## src/rtl/snn_pkg.sv

```systemverilog
// rtl/snn_pkg.sv - shared widths, state encoding and saturation helpers for the SNN tail
package snn_pkg;

    localparam int NUM_CLASSES = 3;
    localparam int INT8_W      = 8;
    localparam int LOGIT_W     = 16;

    typedef enum logic {
        ST_ACCUM  = 1'b0,
        ST_OUTPUT = 1'b1
    } acc_state_e;

    function automatic logic signed [63:0] sat_max(input int width);
        return (64'sd1 <<< (width - 1)) - 64'sd1;
    endfunction

    function automatic logic signed [63:0] sat_min(input int width);
        return -(64'sd1 <<< (width - 1));
    endfunction

    function automatic logic signed [63:0] sext(input logic [63:0] value, input int width);
        return $signed(value << (64 - width)) >>> (64 - width);
    endfunction

    // Wide enough that neither a load nor an add can wrap before clamping.
    function automatic int sum_width(input int in_w, input int data_w);
        return ((in_w > data_w) ? in_w : data_w) + 1;
    endfunction

endpackage

```

## src/rtl/sat_accum_lane.sv

```systemverilog
// rtl/sat_accum_lane.sv - one saturating accumulator lane with load/add select and sticky sat flag
module sat_accum_lane
    import snn_pkg::*;
#(
    parameter int IN_WIDTH   = INT8_W,
    parameter int DATA_WIDTH = LOGIT_W
) (
    input  logic                         clk,
    input  logic                         rst_n,
    input  logic                         en_i,
    input  logic                         load_i,
    input  logic signed [IN_WIDTH-1:0]   din_i,
    output logic signed [DATA_WIDTH-1:0] acc_o,
    output logic                         sat_o
);

    localparam int SUM_W = sum_width(IN_WIDTH, DATA_WIDTH);
    localparam logic signed [SUM_W-1:0] MAX_V = SUM_W'(sat_max(DATA_WIDTH));
    localparam logic signed [SUM_W-1:0] MIN_V = SUM_W'(sat_min(DATA_WIDTH));

    logic signed [SUM_W-1:0]      in_ext;
    logic signed [SUM_W-1:0]      acc_ext;
    logic signed [SUM_W-1:0]      sum;
    logic signed [DATA_WIDTH-1:0] acc_q, acc_d;
    logic                         sat_q, sat_d;
    logic                         clamp;

    always_comb begin
        in_ext  = SUM_W'(sext(64'($unsigned(din_i)), IN_WIDTH));
        acc_ext = SUM_W'(acc_q);
        // The first beat of a frame replaces the stale sum instead of adding to it.
        sum     = load_i ? in_ext : acc_ext + in_ext;
        clamp   = 1'b1;
        if (sum > MAX_V) begin
            acc_d = DATA_WIDTH'(MAX_V);
        end else if (sum < MIN_V) begin
            acc_d = DATA_WIDTH'(MIN_V);
        end else begin
            acc_d = DATA_WIDTH'(sum);
            clamp = 1'b0;
        end
        sat_d = clamp | (sat_q & ~load_i);
    end

    always_ff @(posedge clk or negedge rst_n) begin
        if (!rst_n) begin
            acc_q <= '0;
            sat_q <= 1'b0;
        end else if (en_i) begin
            acc_q <= acc_d;
            sat_q <= sat_d;
        end
    end

    assign acc_o = acc_q;
    assign sat_o = sat_q;

endmodule

```

## src/rtl/logit_accumulator.sv

```systemverilog
// rtl/logit_accumulator.sv - accumulates per-timestep class contributions into saturated logits
module logit_accumulator
    import snn_pkg::*;
#(
    parameter int IN_WIDTH   = INT8_W,
    parameter int DATA_WIDTH = LOGIT_W,
    parameter int T_STEPS    = 16
) (
    input  logic                                clk,
    input  logic                                rst_n,
    input  logic                                i_valid,
    output logic                                i_ready,
    input  logic [NUM_CLASSES*IN_WIDTH-1:0]     i_data,
    output logic                                o_valid,
    input  logic                                o_ready,
    output logic [NUM_CLASSES*DATA_WIDTH-1:0]   o_logits,
    output logic                                o_sat
);

    localparam int CNT_W = (T_STEPS > 1) ? $clog2(T_STEPS) : 1;
    localparam logic [CNT_W-1:0] LAST_BEAT = CNT_W'(T_STEPS - 1);

    acc_state_e             state_q;
    logic [CNT_W-1:0]       cnt_q;
    logic                   accept;
    logic                   first_beat;
    logic [NUM_CLASSES-1:0] lane_sat;

    // Both readies come from the state register only, so there is no
    // combinational path across the block in either direction.
    assign i_ready    = (state_q == ST_ACCUM);
    assign o_valid    = (state_q == ST_OUTPUT);
    assign accept     = i_valid && i_ready;
    assign first_beat = (cnt_q == '0);
    assign o_sat      = |lane_sat;

    always_ff @(posedge clk or negedge rst_n) begin
        if (!rst_n) begin
            state_q <= ST_ACCUM;
            cnt_q   <= '0;
        end else begin
            case (state_q)
                ST_ACCUM: begin
                    if (accept) begin
                        if (cnt_q == LAST_BEAT) begin
                            cnt_q   <= '0;
                            state_q <= ST_OUTPUT;
                        end else begin
                            cnt_q <= cnt_q + 1'b1;
                        end
                    end
                end
                ST_OUTPUT: begin
                    if (o_ready) begin
                        state_q <= ST_ACCUM;
                    end
                end
                default: state_q <= ST_ACCUM;
            endcase
        end
    end

    for (genvar k = 0; k < NUM_CLASSES; k++) begin : g_lane
        sat_accum_lane #(
            .IN_WIDTH   (IN_WIDTH),
            .DATA_WIDTH (DATA_WIDTH)
        ) u_lane (
            .clk    (clk),
            .rst_n  (rst_n),
            .en_i   (accept),
            .load_i (first_beat),
            .din_i  (i_data[k*IN_WIDTH +: IN_WIDTH]),
            .acc_o  (o_logits[k*DATA_WIDTH +: DATA_WIDTH]),
            .sat_o  (lane_sat[k])
        );
    end

endmodule

```

## config.mk

```make
export PLATFORM = sky130hd
export DESIGN_NAME = logit_accumulator
export DESIGN_NICKNAME = d
export VERILOG_FILES = /design/src/rtl/snn_pkg.sv /design/src/rtl/sat_accum_lane.sv /design/src/rtl/logit_accumulator.sv
export SDC_FILE = /design/constraint.sdc
export NUM_CORES = 1
export LEC_CHECK = 0
export ABC_AREA = 1
export CAP_MARGIN = 0
export CORE_MARGIN = 2
export CORE_UTILIZATION = 60
export CTS_CLUSTER_DIAMETER = 30
export DETAILED_ROUTE_END_ITERATION = 8
export PLACE_DENSITY = 0.92
export SLEW_MARGIN = 0
export SYNTH_ARGS = -nofsm -noshare
export SYNTH_HDL_FRONTEND = slang
export SYNTH_SLANG_ARGS = --single-unit
```

## constraint.sdc

```tcl
create_clock -name clk -period 3.2 [get_ports clk]
set_clock_uncertainty 0.05 [all_clocks]
set_input_delay 0.64 -clock clk [delete_from_list [all_inputs] [get_ports clk]]
set_output_delay 0.64 -clock clk [all_outputs]
set_load 0.02 [all_outputs]
```

==> impl_metrics.ini, run 1 <==
[sta]
setup_tns_ps = 0
setup_slack_ps = 314
slew_headroom_pct = 44.5
slew_viol_final = 0
period_needed_ps = 2890
grt_setup_unrepaired = no
setup_viol = 0
fin_hold_ws_ps = 183
post-route-period-util_pct = 90.2
hold_viol = 0
worstMarginPinSlew_ps = 831
fmax_ghz = 0.347

[pwr]
peakVddDrop_uv = 680
clockPowerShare_pct = 6.7
seq_power_share_pct = 16.7
p_switching_mw = 4.32
netSwitchingFraction_pct = 52.1
pwr-share-comb_pct = 76.6
finalPower_mw = 8.29
power_density_nw_per_um2 = 1190
p_leak_nw = 3.74
power.internal_mw = 3.97

[critical_path]
critPathKind = input port to flop
start_kind = input port
cp_data_required_time_ps = 3340
cp-end-kind = flop
path_max_fanout = 15
worst_ep_arrival_time_ps = 3020

[synthesis]
synth_async_sr_flop_share_pct = 100
syn_nets = 972
syn_area_sq_um = 5820
synth_warnings = 0
synth.avg_cell_area_sq_um = 6.53
synth_seq_area_share_pct = 24.1
synth-edff-count = 0
synth_top_flop_cell = dfrtp_1
synthCells = 891
yosysUniqueCellTypes = 39
ys_ff_latch = 56

[clocking]
cts.htree.levels = 2
path_clk_slew_ps = 110
clock_sinks = 56
ctsHoldBuffers = 0
clock_latency_ps = 320
cts_setup_buffers = 0
tritoncts = built
cts_buffer_depth = 2
cts_buffers = 5
clockRootBuffer = clkbuf_8
post_cts_resized = 0

[grt]
overflow = 0
grt_pass1_wl_um = 25200
groute.usage.overall_pct = 29.4
antenna_found_initial = 0
grt_pass1_vias = 5768
grt_max_degree = 41

[final_layout]
final_layout_size_suffix_gt1_share_pct = 13.5
final_nets = 1067
antenna_cells = 0
layout_common_cells = nand2_1 (280), inv_1 (117), nor2_1 (86)
fin_cells = 1115
final_common_cell = nand2_1
area_growth_pct = 20.0

[die]
rows = 35
start_util_pct = 62.4
die_area_sq_um = 10500
core_sq_um = 9330
io_pins = 79
fp.dieH_um = 102
die_x_um = 102

[detailed_routing]
drt-wirelength-per-cell_um = 13.0
drt_iter0_drc = 290
via_per_inst = 5.41
ant_nets = 0
first_pass_iters = 5
drc = 0
vias = 6027
routed_wl_um = 14500

[min_path]
hp-class = input port to async pin

[placement]
dp_slack_ps = 21.3
place.gp.congestion = 0.981
placed_cells = 1108
io_buffers = 78
hpwl_um = 11200

[job]
max_cap_viol_count = 0

[run_status]
status = finished, final reports clean
-- critical path, stage by stage --
cell and delay (ps):
clkdlybuf4s50_1 530, ha_1 190, inv_1 60, fa_1 390, nand3b_1 170, nand2_1 90
nand2_1 60, nand2_1 80, nand2_1 70, nand3_1 90, nand2_2 70, nand3_2 80
nand2_2 60, inv_2 330, a21oi_1 130
-- area by class of cell --
type	count	area, sq um
clock buffer	5	68.8
clock inverter	2	60.1
fill	723	2340
inverter	130	488
multi-input combinational	685	3760
sequential	56	1400
tap	129	161
timing repair buffer	108	1040
-- layer usage --
layer | GRT usage, % | vias to the layer above | share of wire [%]
li1 | - | 3009 | -
met1 | 38.3 | 2800 | 45
met2 | 52.0 | 187 | 48
met3 | 3.49 | 31 | 6.1
met4 | 7.49 | 0 | 1.7
met5 | 0 | - | 0
-- kinds of logic after synthesis --
group | share of synthesized area, %
multiplexers | 0.516
flip-flops | 24.1
AO/OA/AOI/OAI | 12.8
AND/OR/NAND/NOR | 37.5
buffers and inverters | 11.3
XOR/XNOR | 1.96
adder cells (fa/ha/maj) | 11.8
-- stage by stage --
| step | cell area (sq um) | util, % |
|---|---|---|
| after global placement | 6850 | 73.5 |
| final | 6980 | 74.9 |
| after CTS | 6980 | 74.9 |
| after floorplan | 5820 | - |
| after global routing | 6980 | 74.9 |
| after detailed placement | 6850 | 73.5 |
-- state kept, by name, indices dropped and copies added, names as in the netlist --
| register | count |
|---|---|
| g_lane.u_lane.acc_o | 48 |
| cnt_q | 4 |
| g_lane.u_lane.sat_o | 3 |
| o_valid | 1 |
-- Yosys cell counts, types with 9 or more instances --
| cell | n | share of area [%] |
|---|---|---|
| nand2_2 | 22 | 2.4 |
| nor2_1 | 86 | 5.5 |
| a21oi_1 | 51 | 4.4 |
| ha_1 | 50 | 11 |
| a21oi_2 | 32 | 4.8 |
| nand2_1 | 280 | 18 |
| nand3_1 | 70 | 6.0 |
| o21ai_0 | 16 | 1.4 |
| xor2_1 | 9 | 1.4 |
| or2_2 | 11 | 1.2 |
| inv_1 | 118 | 7.6 |
| inv_2 | 12 | 0.77 |
| dfrtp_1 | 56 | 24 |
-- power groups by stage --
stage / sequential [mW] / clock, mW / combinational [mW]
5_1_grt: 1.42 / 0.590 / 7.12
4_1_cts: 1.38 / 0.564 / 6.33
2_1_floorplan: 1.68 / 0 / 4.24
6_report: 1.38 / 0.556 / 6.35
3_3_place_gp: 1.37 / 0 / 6.09
3_5_place_dp: 1.38 / 0 / 6.27
-- worst paths after layout --
check / start / slack [ps] / endpoint / cells after the start
worst max-delay path: i_data[0] / 310 / g_lane[0].u_lane.acc_o[2] / 15
worst min-delay path: rst_n / 180 / g_lane[2].u_lane.acc_o[5] / 1
worst max register to register: g_lane[0].u_lane.acc_o[0] / 700 / g_lane[0].u_lane.acc_o[2] / 14
worst min register to register: g_lane[1].u_lane.sat_o / 470 / g_lane[1].u_lane.sat_o / 2
max in group asynchronous: rst_n / 2030 / g_lane[0].u_lane.acc_o[14] / 2
min in group clk: g_lane[1].u_lane.sat_o / 470 / g_lane[1].u_lane.sat_o / 2
No activity file was read; power rests on OpenSTA's default activity.
==> inputs of run 2 (changes only) <==
--- a/config.mk
+++ b/config.mk
@@ -8,10 +8,10 @@
 export ABC_AREA = 1
 export CAP_MARGIN = 0
 export CORE_MARGIN = 2
-export CORE_UTILIZATION = 60
+export CORE_UTILIZATION = 45
 export CTS_CLUSTER_DIAMETER = 30
 export DETAILED_ROUTE_END_ITERATION = 8
-export PLACE_DENSITY = 0.92
+export PLACE_DENSITY = 0.79
 export SLEW_MARGIN = 0
 export SYNTH_ARGS = -nofsm -noshare
 export SYNTH_HDL_FRONTEND = slang
==> impl_metrics.ini, run 2 (same netlist as run 1, synthesis figures left out) <==
[critical_path]
r2r_start = g_lane[2].u_lane.acc_o[0]
critPathKind = input port to flop
worst_ep_arrival_time_ps = 3050
cp_data_required_time_ps = 3350
reg2reg_setup_slack_ps = 740
start_kind = input port
r2r_cells = 16
r2r_end = g_lane[2].u_lane.sat_o
path_max_fanout = 16
cp-end-kind = flop

[detailed_routing]
drt-wirelength-per-cell_um = 12.7
routed_wl_um = 14700
ant_nets = 0
via_per_inst = 4.95
vias = 5730
first_pass_iters = 4
drc = 0
drt_iter0_drc = 311

[final_layout]
fillCellCount = 1261
largest_register_ffs = 48
fin_cells = 1157
antenna_cells = 0
final_layout_size_suffix_gt1_share_pct = 13.4
layout_common_cells = nand2_1 (280), inv_1 (117), nor2_1 (86)
area_growth_pct = 21.2
final_common_cell = nand2_1
final_nets = 1065

[pwr]
netSwitchingFraction_pct = 52.2
clockPowerShare_pct = 7.2
p_leak_nw = 3.74
finalPower_mw = 8.27
p_switching_mw = 4.32
seq_power_share_pct = 16.8
peakVddDrop_uv = 525
pwr-share-comb_pct = 76.0
power_density_nw_per_um2 = 1170
power.internal_mw = 3.95

[grt]
groute.usage.overall_pct = 21.6
grt_max_degree = 39
grt_pass1_vias = 5555
overflow = 0
grt_pass1_wl_um = 25400
antenna_found_initial = 0

[clocking]
cts_buffer_depth = 2
tritoncts = built
post_cts_resized = 0
ctsHoldBuffers = 0
cts_setup_buffers = 0
cts.htree.levels = 2
clock_sinks = 56
cts_buffers = 5
path_clk_slew_ps = 80
clock_latency_ps = 310
clockRootBuffer = clkbuf_16

[die]
core_sq_um = 12600
fp.dieH_um = 118
io_pins = 79
rows = 41
start_util_pct = 46.1
die_area_sq_um = 13900
die_x_um = 118

[sta]
slew_viol_final = 0
post-route-period-util_pct = 90.6
setup_tns_ps = 0
setup_slack_ps = 302
fin_hold_ws_ps = 284
slew_headroom_pct = 63.1
hold_viol = 0
period_needed_ps = 2900
fmax_ghz = 0.345
grt_setup_unrepaired = no
setup_viol = 0
worstMarginPinSlew_ps = 552

[placement]
dp_slack_ps = -30.0
hpwl_um = 11200
placed_cells = 1149
io_buffers = 78
place.gp.congestion = 0.918

[job]
max_cap_viol_count = 0

[min_path]
hp-class = input port to async pin

[run_status]
status = finished, final reports clean
==> run 2: cell count changes in the layout (fill, tap and decap cells not counted) <==
cell / previous run / this run
clkbuf_16: 0 / 5
buf_4: 27 / 24
clkinv_2: 0 / 1
clkinvlp_4: 0 / 1
bufinv_16: 2 / 0
buf_12: 3 / 4
inv_6: 0 / 1
clkbuf_8: 5 / 0
==> run 2: cell type report <==
| class | instances | area [sq um] | area share, % |
|---|---|---|---|
| multi-input combinational | 685 | 3760 | 53.4 |
| sequential | 56 | 1400 | 19.9 |
| timing repair buffer | 106 | 1040 | 14.7 |
| inverter | 130 | 488 | 6.92 |
| tap | 172 | 215 | 3.05 |
| clock buffer | 5 | 125 | 1.77 |
| clock inverter | 3 | 21.3 | 0.302 |
==> run 2: metrics by stage <==
stage                     instance area (sq um)  util, %
final                                      7050     55.9
after detailed placement                   6910     54.7
after global placement                     6910     54.7
after CTS                                  7050     55.9
after global routing                       7050     55.9
after floorplan                            5820        -
==> run 2: worst max-delay path, cell delays in order <==
cell	delay, ps
clkdlybuf4s50_1	390
buf_4	180
ha_1	370
a21oi_1	250
nand2_1	110
a21oi_1	210
nand2_1	80
nand2_1	110
nand3_2	120
nand3_4	280
o21ai_0	150
nand2_1	80
nand2_1	50
==> run 2: worst max-delay path by stage <==
stage | from | to | slack (ps) | cells past startpoint
global placement | i_data[15] | g_lane[1].u_lane.acc_o[6] | 30 | 11
detailed placement | i_data[7] | g_lane[0].u_lane.acc_o[0] | -30 | 13
finish | i_data[23] | g_lane[2].u_lane.sat_o | 300 | 13
global route | i_data[16] | g_lane[2].u_lane.sat_o | 40 | 17
floorplan | i_data[16] | g_lane[2].u_lane.acc_o[10] | 730 | 16
CTS | i_data[7] | g_lane[0].u_lane.acc_o[0] | 300 | 13
==> run 2: power groups by stage <==
stage	sequential, mW	combinational [mW]	clock (mW)
floorplan	1.68	4.24	0
global placement	1.38	6.12	0
detailed placement	1.39	6.26	0
CTS	1.38	6.29	0.607
global route	1.43	7.09	0.632
finish	1.38	6.28	0.596
==> run 2: layer usage <==
layer / global-route usage, % / share of wire (%) / routed length, um / vias to the layer above
li1: - / - / - / 2999
met1: 28.8 / 48 / 7070 / 2605
met2: 37.5 / 48 / 7020 / 112
met3: 2.62 / 3.0 / 434 / 14
met4: 4.59 / 1.1 / 159 / 0
met5: 0 / 0 / 0 / -
==> inputs of run 3 (changes only) <==
--- a/config.mk
+++ b/config.mk
@@ -7,6 +7,7 @@
 export LEC_CHECK = 0
 export ABC_AREA = 1
 export CAP_MARGIN = 0
+export CORE_ASPECT_RATIO = 0.5
 export CORE_MARGIN = 2
 export CORE_UTILIZATION = 45
 export CTS_CLUSTER_DIAMETER = 30
==> impl_metrics.ini, run 3 (same netlist as run 1, synthesis figures left out) <==
[final_layout]
final_layout_size_suffix_gt1_share_pct = 12.3
final_common_cell = nand2_1
fin_cells = 1144
area_growth_pct = 20.2
largest_register_ffs = 48
layout_common_cells = nand2_1 (280), inv_1 (117), nor2_1 (86)
final_nets = 1054
fillCellCount = 1228
antenna_cells = 0

[sta]
post-route-period-util_pct = 90.9
slew_headroom_pct = 63.7
slew_viol_final = 0
worstMarginPinSlew_ps = 545
setup_viol = 0
grt_setup_unrepaired = no
fin_hold_ws_ps = 220
fmax_ghz = 0.344
setup_tns_ps = 0
period_needed_ps = 2910
hold_viol = 0

[clocking]
cts_buffer_depth = 2
post_cts_resized = 0
clock_latency_ps = 310
tritoncts = built
cts.htree.levels = 2
ctsHoldBuffers = 0
clock_sinks = 56
path_clk_slew_ps = 80
cts_buffers = 5
cts_setup_buffers = 0
clockRootBuffer = clkbuf_16

[critical_path]
worst_ep_arrival_time_ps = 3030
crit_start = i_data[0]
r2r_start = g_lane[0].u_lane.acc_o[0]
path_max_fanout = 15
cp-end-kind = flop
cp_data_required_time_ps = 3320
critPathKind = input port to flop
start_kind = input port

[placement]
place.gp.congestion = 0.934
hpwl_um = 11400
io_buffers = 78
placed_cells = 1136

[grt]
antenna_found_initial = 0
groute.usage.overall_pct = 21.9
grt_pass1_wl_um = 24800
grt_pass1_vias = 5471
overflow = 0
grt_max_degree = 40

[job]
max_cap_viol_count = 0

[die]
die_x_um = 165
die_area_sq_um = 13900
io_pins = 79
fp.dieH_um = 84.4
core_sq_um = 12600
start_util_pct = 46.1
rows = 29

[run_status]
status = finished, final reports clean

[detailed_routing]
wl_met3_um = 610
via_per_inst = 5.07
routed_wl_um = 14800
m1WireLength_um = 6990
first_pass_iters = 5
ant_nets = 0
drt-wirelength-per-cell_um = 13.0
drc = 0
drt_iter0_drc = 375
wl_met2_um = 7070
vias = 5802
highest_layer = met4

[min_path]
hp-class = input port to async pin

[pwr]
p_leak_nw = 3.72
peakVddDrop_uv = 435
power_density_nw_per_um2 = 1180
[run 3: cell count changes in the layout (fill, tap and decap cells not counted)]
cell	change
clkinv_2	-1
clkbuf_8	+2
bufinv_16	+1
clkinvlp_4	-1
dlymetal6s2s_1	+2
clkdlybuf4s50_1	-2
buf_4	-10
inv_2	-1
buf_12	-1
clkinv_1	+1
inv_6	-1
[run 3: layout make-up]
| cell class | instances | area (sq um) | share of cell area (%) |
|---|---|---|---|
| Sequential cell | 56 | 1400 | 20.0 |
| Inverter | 130 | 488 | 6.98 |
| Tap cell | 170 | 213 | 3.04 |
| Multi-Input combinational cell | 685 | 3760 | 53.8 |
| Timing Repair Buffer | 95 | 946 | 13.5 |
| Clock buffer | 7 | 153 | 2.18 |
| Clock inverter | 1 | 30.0 | 0.429 |
[run 3: worst max-delay path, stage by stage]
cell and delay, ps:
clkdlybuf4s50_1 490, ha_1 200, inv_1 60, fa_1 390
nand3b_1 170, nand2_1 120, nand2_1 60, nand2_1 80
nand2_1 70, nand3_1 90, nand2_2 70, nand3_2 70
nand2_2 50, inv_2 320, a21oi_1 140
[run 3: metrics by stage]
stage | setup WS [ps] | util (%) | total power, mW | instance area [sq um]
finish | 290 | 55.4 | 8.25 | 7000
global route | 94.7 | 55.4 | 9.09 | 7000
CTS | 199 | 55.4 | 8.26 | 6990
detailed placement | -146 | 53.9 | 7.52 | 6810
global placement | -88.9 | 53.9 | 7.37 | 6810
floorplan | 734 | - | 5.92 | 5820
[run 3: power by group]
group / switching, mW / total [mW] / internal (mW)
Sequential: 0.303 / 1.37 / 1.07
Clock: 0.289 / 0.703 / 0.414
Combinational: 3.69 / 6.18 / 2.48
Total: 4.29 / 8.25 / 3.97
[run 3: final timing paths]
kind / to / slack, ps / cells past startpoint
worst min register to register: g_lane[2].u_lane.acc_o[15] / 470 / 2
worst max-delay path: g_lane[0].u_lane.acc_o[1] / 290 / 15
worst max register to register: g_lane[0].u_lane.acc_o[1] / 730 / 14
max in group asynchronous: g_lane[2].u_lane.acc_o[11] / 1960 / 2
worst min-delay path: g_lane[1].u_lane.acc_o[9] / 220 / 1
min in group clk: g_lane[2].u_lane.acc_o[15] / 470 / 2
[run 3: routing by layer]
layer | global-route usage, % | vias to the layer above
li1 | - | 2987
met1 | 28.2 | 2673
met2 | 38.6 | 127
met3 | 3.11 | 15
met4 | 5.53 | 0
met5 | 0 | -
==> RTL edit (settings of run 1) <==
Make the reset (`rst_n`) synchronous in 2 clocked blocks.
--- a/src/rtl/sat_accum_lane.sv
+++ b/src/rtl/sat_accum_lane.sv
@@ -43,5 +43,5 @@
     end
 
-    always_ff @(posedge clk or negedge rst_n) begin
+    always_ff @(posedge clk) begin
         if (!rst_n) begin
             acc_q <= '0;
--- a/src/rtl/logit_accumulator.sv
+++ b/src/rtl/logit_accumulator.sv
@@ -35,5 +35,5 @@
     assign o_sat      = |lane_sat;
 
-    always_ff @(posedge clk or negedge rst_n) begin
+    always_ff @(posedge clk) begin
         if (!rst_n) begin
             state_q <= ST_ACCUM;
Check against the original RTL: differs if rst_n is asserted again (counterexample within 4 cycles, from zero or initial values and one cycle with rst_n low); with rst_n held inactive, the same outputs for 4 cycles.
==> RTL edit against run 1 <==
- routed wire length down 1.2%
- critical endpoint is now g_lane[0].u_lane.sat_o
- largest cell class unchanged
- first-iteration DRC count down 14%
- area after synthesis down 6.7%
- sequential cell count unchanged
- final area down 7.4%
- setup slack worse by 41 ps
- sequential share of layout area down 2.7 points
Power is not compared: it rests on default switching activity, and its combinational part moved more than twofold at a synthesized area within 25%.
==> RTL edit: results (changes against run 1) <==
========================================================================================
Clock Tree Root                                                                 clkbuf_8   unchanged
Filler cell count in the final layout                                                729   was 723
Largest net degree at the start of global routing                                     28   was 41
Number of standard cells after synthesis                                             887   was 891
Via count of the first global-routing pass                                          5479   was 5768
Post-route non-filler standard cell count                                           1078   was 1115
Max-slew headroom                                                                  0.588   was 0.445
Hold WC Path Type                                                                reg2reg   was in2async
Top cells by area in the synthesized netlist                                dfxtp_1 21%, nand2_1 18%, ha_1 12%, a21oi_1 7.7%, inv_1 7.5%   was dfrtp_1 24%, nand2_1 18%, ha_1 11%, inv_1 7.6%, nand3_1 6.0%
Launch point of the critical path                                              i_data[7]   was i_data[0]
Total track usage                                                                  0.291   was 0.294
Clock transition at path regs                                                     100 ps
Sequential fraction of the synthesis area                                          0.206   was 0.241
Post-placement worst setup slack                                                -19.7 ps   was 21.3 ps
End point of the critical path                                              g_lane[0].u_lane.sat_o   was g_lane[0].u_lane.acc_o[2]
Number of warnings issued by yosys                                                     0   unchanged
Total Routed Length                                                             14300 µm   was 14500 µm
Proportion of synthesized flip-flops having asynchronous set or reset                  0   was 1.00
Top_reg_cell synth                                                               dfxtp_1   was dfrtp_1
Launch instance of the worst register-to-register path                      g_lane[1].u_lane.acc_o[0]   was g_lane[0].u_lane.acc_o[0]
Slowest stage cell on the critical path                                     clkdlybuf4s50_1   unchanged
Maximum fanout along the worst path                                                   16   was 15
Share of post-route cells with drive strength above 1                             0.0907   was 0.135
Worst endpoint data arrival time                                                 3120 ps   was 3020 ps
Run status                                                                  finished clean   unchanged
Leading cell types by count after synthesis                                 258 x nand2_1, 108 x inv_1, 84 x a21oi_1   was 280 x nand2_1, 118 x inv_1, 86 x nor2_1
Global-route wire length before repair                                          24300 µm   was 25200 µm
Total number of vias                                                                5960   was 6027
Total half-perimeter wirelength after legalization and detailed placement       11000 µm   was 11200 µm
Depth of the worst register-to-register path                                          16   was 14
Highest cell delay on the worst timing path                                       640 ps   was 530 ps
Reg-to-reg critical path endpoint                                           g_lane[1].u_lane.sat_o   was g_lane[0].u_lane.acc_o[2]
Syn_nets                                                                             968   was 972
Setup slack of the worst register-to-register path                                760 ps   was 700 ps
Number of distinct library cells after synthesis                                      38   was 39
DRC violation total after the first TritonRoute iteration                            248   was 290
Share of the clock period used by the worst path after layout                      0.915   was 0.902
Placer Congestion                                                                  0.972   was 0.981
========================================================================================
==> RTL edit: cell count changes in the layout (fill, tap and decap cells not counted), sizes merged, moves of 17 or more <==
cell,run 1,this run
dfrtp,56,0
dfxtp,0,56
inv,130,113
nand2,302,268
nor2,88,64
o21ai,16,67
==> RTL edit: critical path, delay by kind of cell <==
kind | cells | cell delay (ps)
buf+inv | 1 | 640
compound gates | 3 | 530
simple gates | 8 | 850
fa+ha+maj | 1 | 460
==> RTL edit: metrics by stage <==
step / area [µm²] / total power, W / TNS [ps]
4_1_cts: 6470 / 0.00274 / 0
5_1_grt: 6470 / 0.00297 / 0
6_report: 6470 / 0.00274 / 0
3_5_place_dp: 6390 / 0.00234 / -53.0
3_3_place_gp: 6390 / 0.00231 / -14.3
2_1_floorplan: 5430 / 0.00189 / 0
==> RTL edit: worst min-delay path by stage <==
stage	start	cells past startpoint	endpoint	slack, ps
3_5_place_dp	g_lane[1].u_lane.sat_o	2	g_lane[1].u_lane.sat_o	410
2_1_floorplan	g_lane[0].u_lane.sat_o	2	g_lane[0].u_lane.sat_o	390
5_1_grt	g_lane[1].u_lane.sat_o	2	g_lane[1].u_lane.sat_o	460
6_report	g_lane[1].u_lane.sat_o	2	g_lane[1].u_lane.sat_o	430
4_1_cts	g_lane[1].u_lane.sat_o	2	g_lane[1].u_lane.sat_o	430
3_3_place_gp	g_lane[1].u_lane.sat_o	2	g_lane[1].u_lane.sat_o	400
==> RTL edit: report_power, final <==
| group | internal (W) | switching, W | total [W] |
|---|---|---|---|
| clock network | 0.000150 | 0.000246 | 0.000396 |
| logic | 0.000596 | 0.000906 | 0.00150 |
| registers | 0.000776 | 0.0000680 | 0.000844 |
| total | 0.00152 | 0.00122 | 0.00274 |
==> RTL edit: cells by family (layout without fill, tap and decap cells) <==
logic type	after synthesis	after routing	synth area share
adders and majority gates	53	53	0.126
AOI/OAI and AO/OA	175	175	0.177
DFF	56	56	0.206
muxes	4	4	0.00737
xor gates and xnor gates	6	6	0.00968
and+or+nand+nor	458	458	0.373
buffers and inverters	135	218	0.101
==> RTL edit: layout make-up <==
type,count,area share
well taps,108,0.0209
clock inverters,2,0.00193
repair buffers,98,0.146
inverters,113,0.0660
multi-input cells,696,0.581
flip-flops and latches,56,0.173
clock buffers,5,0.0106
==> RTL edit: metal layers <==
layer  wire, µm  share of wire  track usage
met1       6450           0.45        0.389
met2       6810           0.47        0.502
met3        808          0.056       0.0253
met4        270          0.019       0.0854
met5          0              0            0
